<file path="config.mk">
export PLATFORM = sky130hd
export DESIGN_NAME = vga_timing_gen
export DESIGN_NICKNAME = d
export VERILOG_FILES = /design/src/rtl/vga_timing_gen.sv
export SDC_FILE = /design/constraint.sdc
export NUM_CORES = 1
export LEC_CHECK = 0
export BUFFER_PORTS_ARGS = -buffer_cell sky130_fd_sc_hd__buf_4
export CAP_MARGIN = 20
export CORE_MARGIN = 5
export CORE_UTILIZATION = 30
export CTS_BUF_LIST = sky130_fd_sc_hd__clkbuf_16
export DETAILED_ROUTE_END_ITERATION = 8
export PLACE_DENSITY = 0.63
export SLEW_MARGIN = 20
export SYNTH_ARGS = -nofsm -noshare
export SYNTH_HDL_FRONTEND = slang
export SYNTH_SLANG_ARGS = --single-unit
</file>
<file path="constraint.sdc">
create_clock -name clk -period 4.7 [get_ports clk]
set_clock_uncertainty 0.2 [all_clocks]
set_input_delay 0.47 -clock clk [delete_from_list [all_inputs] [get_ports clk]]
set_output_delay 0.47 -clock clk [all_outputs]
set_load 0.01 [all_outputs]
</file>
<file path="src/rtl/vga_timing_gen.sv">
// VGA 640x480@60 Hz timing generator.
// Divides the board clock down to a pixel enable and runs free horizontal and vertical
// counters. Sync, bright and strobes are decoded combinationally from the registered state.
// Optional feature: define VGA_FRAME_CNT_EN to get a registered 8-bit frame counter;
// otherwise frame_cnt is tied to zero.
module vga_timing_gen #(
   parameter int unsigned CLK_DIV      = 4,
   parameter int unsigned H_TOTAL      = 800,
   parameter int unsigned H_SYNC       = 96,
   parameter int unsigned H_DISP_START = 144,
   parameter int unsigned H_DISP_END   = 784,
   parameter int unsigned V_TOTAL      = 525,
   parameter int unsigned V_SYNC       = 2,
   parameter int unsigned V_DISP_START = 35,
   parameter int unsigned V_DISP_END   = 515
) (
   input  logic       clk,
   input  logic       rst,
   output logic       pix_tick,
   output logic [9:0] hCount,
   output logic [9:0] vCount,
   output logic       hSync,
   output logic       vSync,
   output logic       bright,
   output logic       line_tick,
   output logic       frame_tick,
   output logic [7:0] frame_cnt
);

   localparam logic [3:0] DivLast = 4'(CLK_DIV - 1);
   localparam logic [9:0] HLast   = 10'(H_TOTAL - 1);
   localparam logic [9:0] VLast   = 10'(V_TOTAL - 1);

   logic [3:0] div_cnt_q, div_cnt_d;
   logic [9:0] h_cnt_q, h_cnt_d;
   logic [9:0] v_cnt_q, v_cnt_d;
   logic       h_last, v_last;

   // Compare with an extra bit so an exclusive bound of 1024 still works.
   logic [10:0] h_ext, v_ext;

   // Pixel enable and strobe decode; pix_tick is masked during reset for CLK_DIV=1.
   always_comb begin
      pix_tick   = (div_cnt_q == DivLast) && !rst;
      h_last     = (h_cnt_q == HLast);
      v_last     = (v_cnt_q == VLast);
      line_tick  = pix_tick && h_last;
      frame_tick = line_tick && v_last;
   end

   // Next-state for divider and pixel/line counters.
   always_comb begin
      div_cnt_d = div_cnt_q + 4'd1;
      h_cnt_d   = h_cnt_q;
      v_cnt_d   = v_cnt_q;
      if (pix_tick) begin
         div_cnt_d = 4'd0;
         if (h_last) begin
            h_cnt_d = 10'd0;
            v_cnt_d = v_last ? 10'd0 : v_cnt_q + 10'd1;
         end else begin
            h_cnt_d = h_cnt_q + 10'd1;
         end
      end
   end

   // Timing state registers with asynchronous clear.
   always_ff @(posedge clk or posedge rst) begin
      if (rst) begin
         div_cnt_q <= 4'd0;
         h_cnt_q   <= 10'd0;
         v_cnt_q   <= 10'd0;
      end else begin
         div_cnt_q <= div_cnt_d;
         h_cnt_q   <= h_cnt_d;
         v_cnt_q   <= v_cnt_d;
      end
   end

   // Sync and visible-area decode straight from the counters.
   always_comb begin
      h_ext  = {1'b0, h_cnt_q};
      v_ext  = {1'b0, v_cnt_q};
      hCount = h_cnt_q;
      vCount = v_cnt_q;
      hSync  = !(h_ext < 11'(H_SYNC));
      vSync  = !(v_ext < 11'(V_SYNC));
      bright = (h_ext >= 11'(H_DISP_START)) && (h_ext < 11'(H_DISP_END)) &&
               (v_ext >= 11'(V_DISP_START)) && (v_ext < 11'(V_DISP_END));
   end

`ifdef VGA_FRAME_CNT_EN
   logic [7:0] frame_cnt_q, frame_cnt_d;

   // Frame counter steps on each frame strobe and wraps naturally.
   always_comb begin
      frame_cnt_d = frame_cnt_q;
      if (frame_tick) frame_cnt_d = frame_cnt_q + 8'd1;
   end

   // Frame counter register.
   always_ff @(posedge clk or posedge rst) begin
      if (rst) frame_cnt_q <= 8'd0;
      else     frame_cnt_q <= frame_cnt_d;
   end

   assign frame_cnt = frame_cnt_q;
`else
   assign frame_cnt = 8'd0;
`endif

endmodule

</file>
=== After elaboration in Yosys (flattened, before gate mapping) ===
Index checks and enable logic that the tools add are counted.

* Add/sub/neg operators: 3
* Reduce and logical (&&, ||, !) cells: 10
* Bitwise gates (word level): 0
* Divide/modulo/power cells: 0
* Mux-type cells: 3
* $mul: 0
* Shift-type cells: 0
* Eq/ne operators: 3
* Magnitude comparators: 6

{| class="wikitable"
|+ Operator list
! cell !! count
|-
| $add A10 B1 Y10 const B || 2
|-
| $eq A10 B10 Y1 const B || 2
|-
| $lt A10 B10 Y1 const B || 2
|-
| $mux W10 || 2
|-
| $ge A10 B6 Y1 const B || 1
|-
| $ge A10 B8 Y1 const B || 1
|-
| $lt A10 B2 Y1 const B || 1
|-
| $lt A10 B7 Y1 const B || 1
|-
| $logic_and A1 B1 Y1 || 6
|-
| $add A4 B1 Y4 const B || 1
|-
| $eq A4 B2 Y1 const B || 1
|-
| $mux W4 || 1
|-
| $logic_not A1 Y1 || 3
|-
| $reduce_and A2 Y1 || 1
|}

* Bits in read-only memories: 0
* Output and inout bits: 34
* Memories: 0
* Bits in registers: 24
* Input port bits: 2
* Latch bits: 0
* Bits in writable memories: 0
* Logic and storage cells: 28

=== Depth between registers and ports, before layout ===
* Depth in word-level cells: 4
* Mapped depth: 9
* Depth with buffers taken out: 6

=== Worst setup path before layout ===
No wires, ideal clock.

* Path kind: register to output
* Start point: register div_cnt_q[0]
* End point: output line_tick
* Arrival time: 2034 ps
* Cell stages (with the launch flop): 8
* Path buffers: 3
* Data required time: 4030 ps
* Slack: 1996 ps
* Cell sequence: dfrtp_1 > ha_1 > or4b_1 > clkbuf_2 > or4_1 > buf_2 > inv_1 > buf_2

* Longest elaborated chain between the ends: 3

{| class="wikitable"
|+ RTL lines
! item !! RTL line !! text
|-
| start, declared || 34 || <nowiki>logic [3:0] div_cnt_q, div_cnt_d;</nowiki>
|-
| start signal, assigned || 74 || <nowiki>div_cnt_q <= div_cnt_d;</nowiki>
|-
| $eq A4 B2 Y1 || 44 || <nowiki>pix_tick = (div_cnt_q == DivLast) && !rst;</nowiki>
|-
| $logic_and A1 B1 Y1 || 44 ||
|-
| $logic_and A1 B1 Y1 || 47 || <nowiki>line_tick = pix_tick && h_last;</nowiki>
|-
| end, declared || 25 || <nowiki>output logic line_tick,</nowiki>
|}

Every way passes these cells.

=== Final worst setup path ===
Same ends and word-level chain as after synthesis.

==> impl_metrics.env <==
export IMPL_status="completed"
export IMPL_cts_buffers=3
export IMPL_synth_cell_types=35
export IMPL_fmax_mhz=302
export IMPL_viasPerCell=4.84
export IMPL_coreArea_um2=4350
export IMPL_cts_hold_fix_buffers=0
export IMPL_min_period_ps=3310
export IMPL_cts_tree="done"
export IMPL_worstPathMaxFanout=16
export IMPL_dieWidth_um=76.8
export IMPL_start_kind="register"
export IMPL_layout_common_cells="buf_4, dfrtp_1, nand2_1"
export IMPL_required_ps=4030
export IMPL_antenna_found_initial=0
export IMPL_synth_edf_count=0
export IMPL_final_nets=177
export IMPL_first_pass_iters=4
export IMPL_first_global_vias=1021
export IMPL_crit_path_end_kind="primary output"
export IMPL_seq_area_um2=601
export IMPL_synthToLayoutAreaGrowth_pct=21.1
export IMPL_numClockSinks=24
export IMPL_slew_violations=0
export IMPL_postLayoutCoreUtil=0.372
export IMPL_synth_seq_cells=24
export IMPL_p_comb_frac=0.133
export IMPL_overflow=0
export IMPL_power_density_nw_per_um2=314
export IMPL_async_flop_share=1.00
export IMPL_yosysSeqAreaShare=0.449
export IMPL_sw_frac_of_total=0.269
export IMPL_final_antenna_net_count=0
export IMPL_r2r_end="vCount[7]"
export IMPL_tns_ps=0
export IMPL_ff2ff_setup_slack_ps=1880
export IMPL_fin_crit_sh=0.704
export IMPL_p_leak_nw=0.788
export IMPL_root_buffer="clkbuf_16"
export IMPL_place_hpwl_um=2110
export IMPL_rsz0062_at_grt="false"
export IMPL_routabilityCongestion=0.778
export IMPL_grt_pass1_wl_um=4750
export IMPL_switchingPower_mw=0.137
export IMPL_max_cap_violations=0
export IMPL_drive_gt1_frac=0.178
export IMPL_multi_input_area_um2=641
export IMPL_internal_power_mw=0.372
export IMPL_die_area_um2=5900
export IMPL_clk_transition_reported_paths_ps=60
export IMPL_worst_r2r_cell_count=6
export IMPL_cp_arrival_ps=2640
export IMPL_layout_commonest_cell="buf_4"
export IMPL_path_class="register to primary output"
export IMPL_synth_area_per_cell_um2=9.23
export IMPL_yosysWarnings=0
export IMPL_dieHeight_um=76.8
export IMPL_drc=0
export IMPL_clk_path_buf_depth=2
export IMPL_seq_power_share=0.498
export IMPL_slew_headroom=0.394
export IMPL_netlist_instances=145
export IMPL_vias=1069
export IMPL_r2r_start="div_cnt_q[0]"
export IMPL_timing_hold_ws_ps=223
export IMPL_io_buffers=27
export IMPL_clk_latency_ps=260
export IMPL_cts_resized=0
export IMPL_start_util=0.307
export IMPL_grt_usage=0.0965
export IMPL_hp_class="input pin to asynchronous set/reset pin"
export IMPL_syn_area_um2=1340
export IMPL_htreeDepth=1
export IMPL_wl_per_cell_um=12.8
export IMPL_fillCellCount=428
export IMPL_wl_um=2820
export IMPL_yosys_most_used_dff="dfrtp_1"
export IMPL_n_antenna_cell=0
export IMPL_post_cts_setup_buffers=0
export IMPL_grt_max_degree=25
export IMPL_setup_viol=0
export IMPL_io_pins=36
export IMPL_rows=24
export IMPL_worst_pin_slew_ps=908
export IMPL_power_frac_clock=0.369
export IMPL_dr_first_iter_drc_count=62
export IMPL_hold_viol_final=0
export IMPL_ir_drop_mv=0.116
## layer usage
metal | part of all wire | GRT usage
met3 | 0.066 | 0.0304
met1 | 0.49 | 0.131
met4 | 0.016 | 0.0367
met2 | 0.43 | 0.143
met5 | 0 | 0
## stage by stage
step	cell area [um2]	setup slack (ps)	std cells	total power, mW
floorplan	1370	2000	152	0.297
global placement	1540	1640	217	0.324
detailed placement	1540	1590	217	0.325
CTS	1620	1390	221	0.511
global route	1620	1230	221	0.531
finish	1620	1390	221	0.508
## logic make-up after synthesis
| group | share of synthesized area |
|---|---|
| simple gates | 0.224 |
| other cells | 0.00280 |
| xor+xnor | 0.0785 |
| buf+inv | 0.0925 |
| fa+ha+maj | 0.0467 |
| flops | 0.449 |
| compound gates | 0.107 |
## worst max-delay path by stage
stage                            to  slack, ps         start  cells past startpoint
after global placement    line_tick       1640           rst                      5
final                     line_tick       1390  div_cnt_q[0]                      5
after detailed placement  line_tick       1590           rst                      5
after CTS                 line_tick       1390  div_cnt_q[0]                      5
after floorplan           line_tick       2000  div_cnt_q[0]                      7
after global routing      line_tick       1230  div_cnt_q[0]                      5
## state kept, by name, indices dropped and copies added (netlist names)
name / count
vCount: 10
div_cnt_q: 4
hCount: 10
## worst max-delay path, stage by stage (launching register included)
cell and delay (ps):
dfrtp_1 370, ha_1 190, or4b_1 580, or4_1 640, inv_1 400, buf_4 210
## power groups by stage
| stage | Sequential, mW | Clock [mW] | Combinational, mW |
|---|---|---|---|
| after global routing | 0.256 | 0.199 | 0.0759 |
| after detailed placement | 0.256 | 0 | 0.0688 |
| final | 0.253 | 0.188 | 0.0677 |
| after global placement | 0.256 | 0 | 0.0680 |
| after floorplan | 0.257 | 0 | 0.0399 |
| after CTS | 0.253 | 0.190 | 0.0688 |
## synthesized netlist by cell type, types with 3 or more instances
cell type	n	area (um2)
inv_1	8	30.0
ha_1	5	62.6
xnor2_1	10	87.6
nor4_1	4	25.0
nand2_1	14	52.6
nor2_1	9	33.8
nor3_1	3	15.0
nand4_1	8	50.1
buf_4	9	67.6
a21oi_1	5	25.0
dfrtp_1	24	601
o21ai_0	8	40.0
nand3_1	8	40.0
## final cells by class
class                           count  share of cell area
Inverter                            9              0.0208
Tap cell                           52              0.0401
Sequential cell                    24               0.370
Multi-Input combinational cell    105               0.395
Clock buffer                        3              0.0463
Timing Repair Buffer               27               0.125
Clock inverter                      1             0.00231
Note: power is estimated with default switching activity, not from simulation.
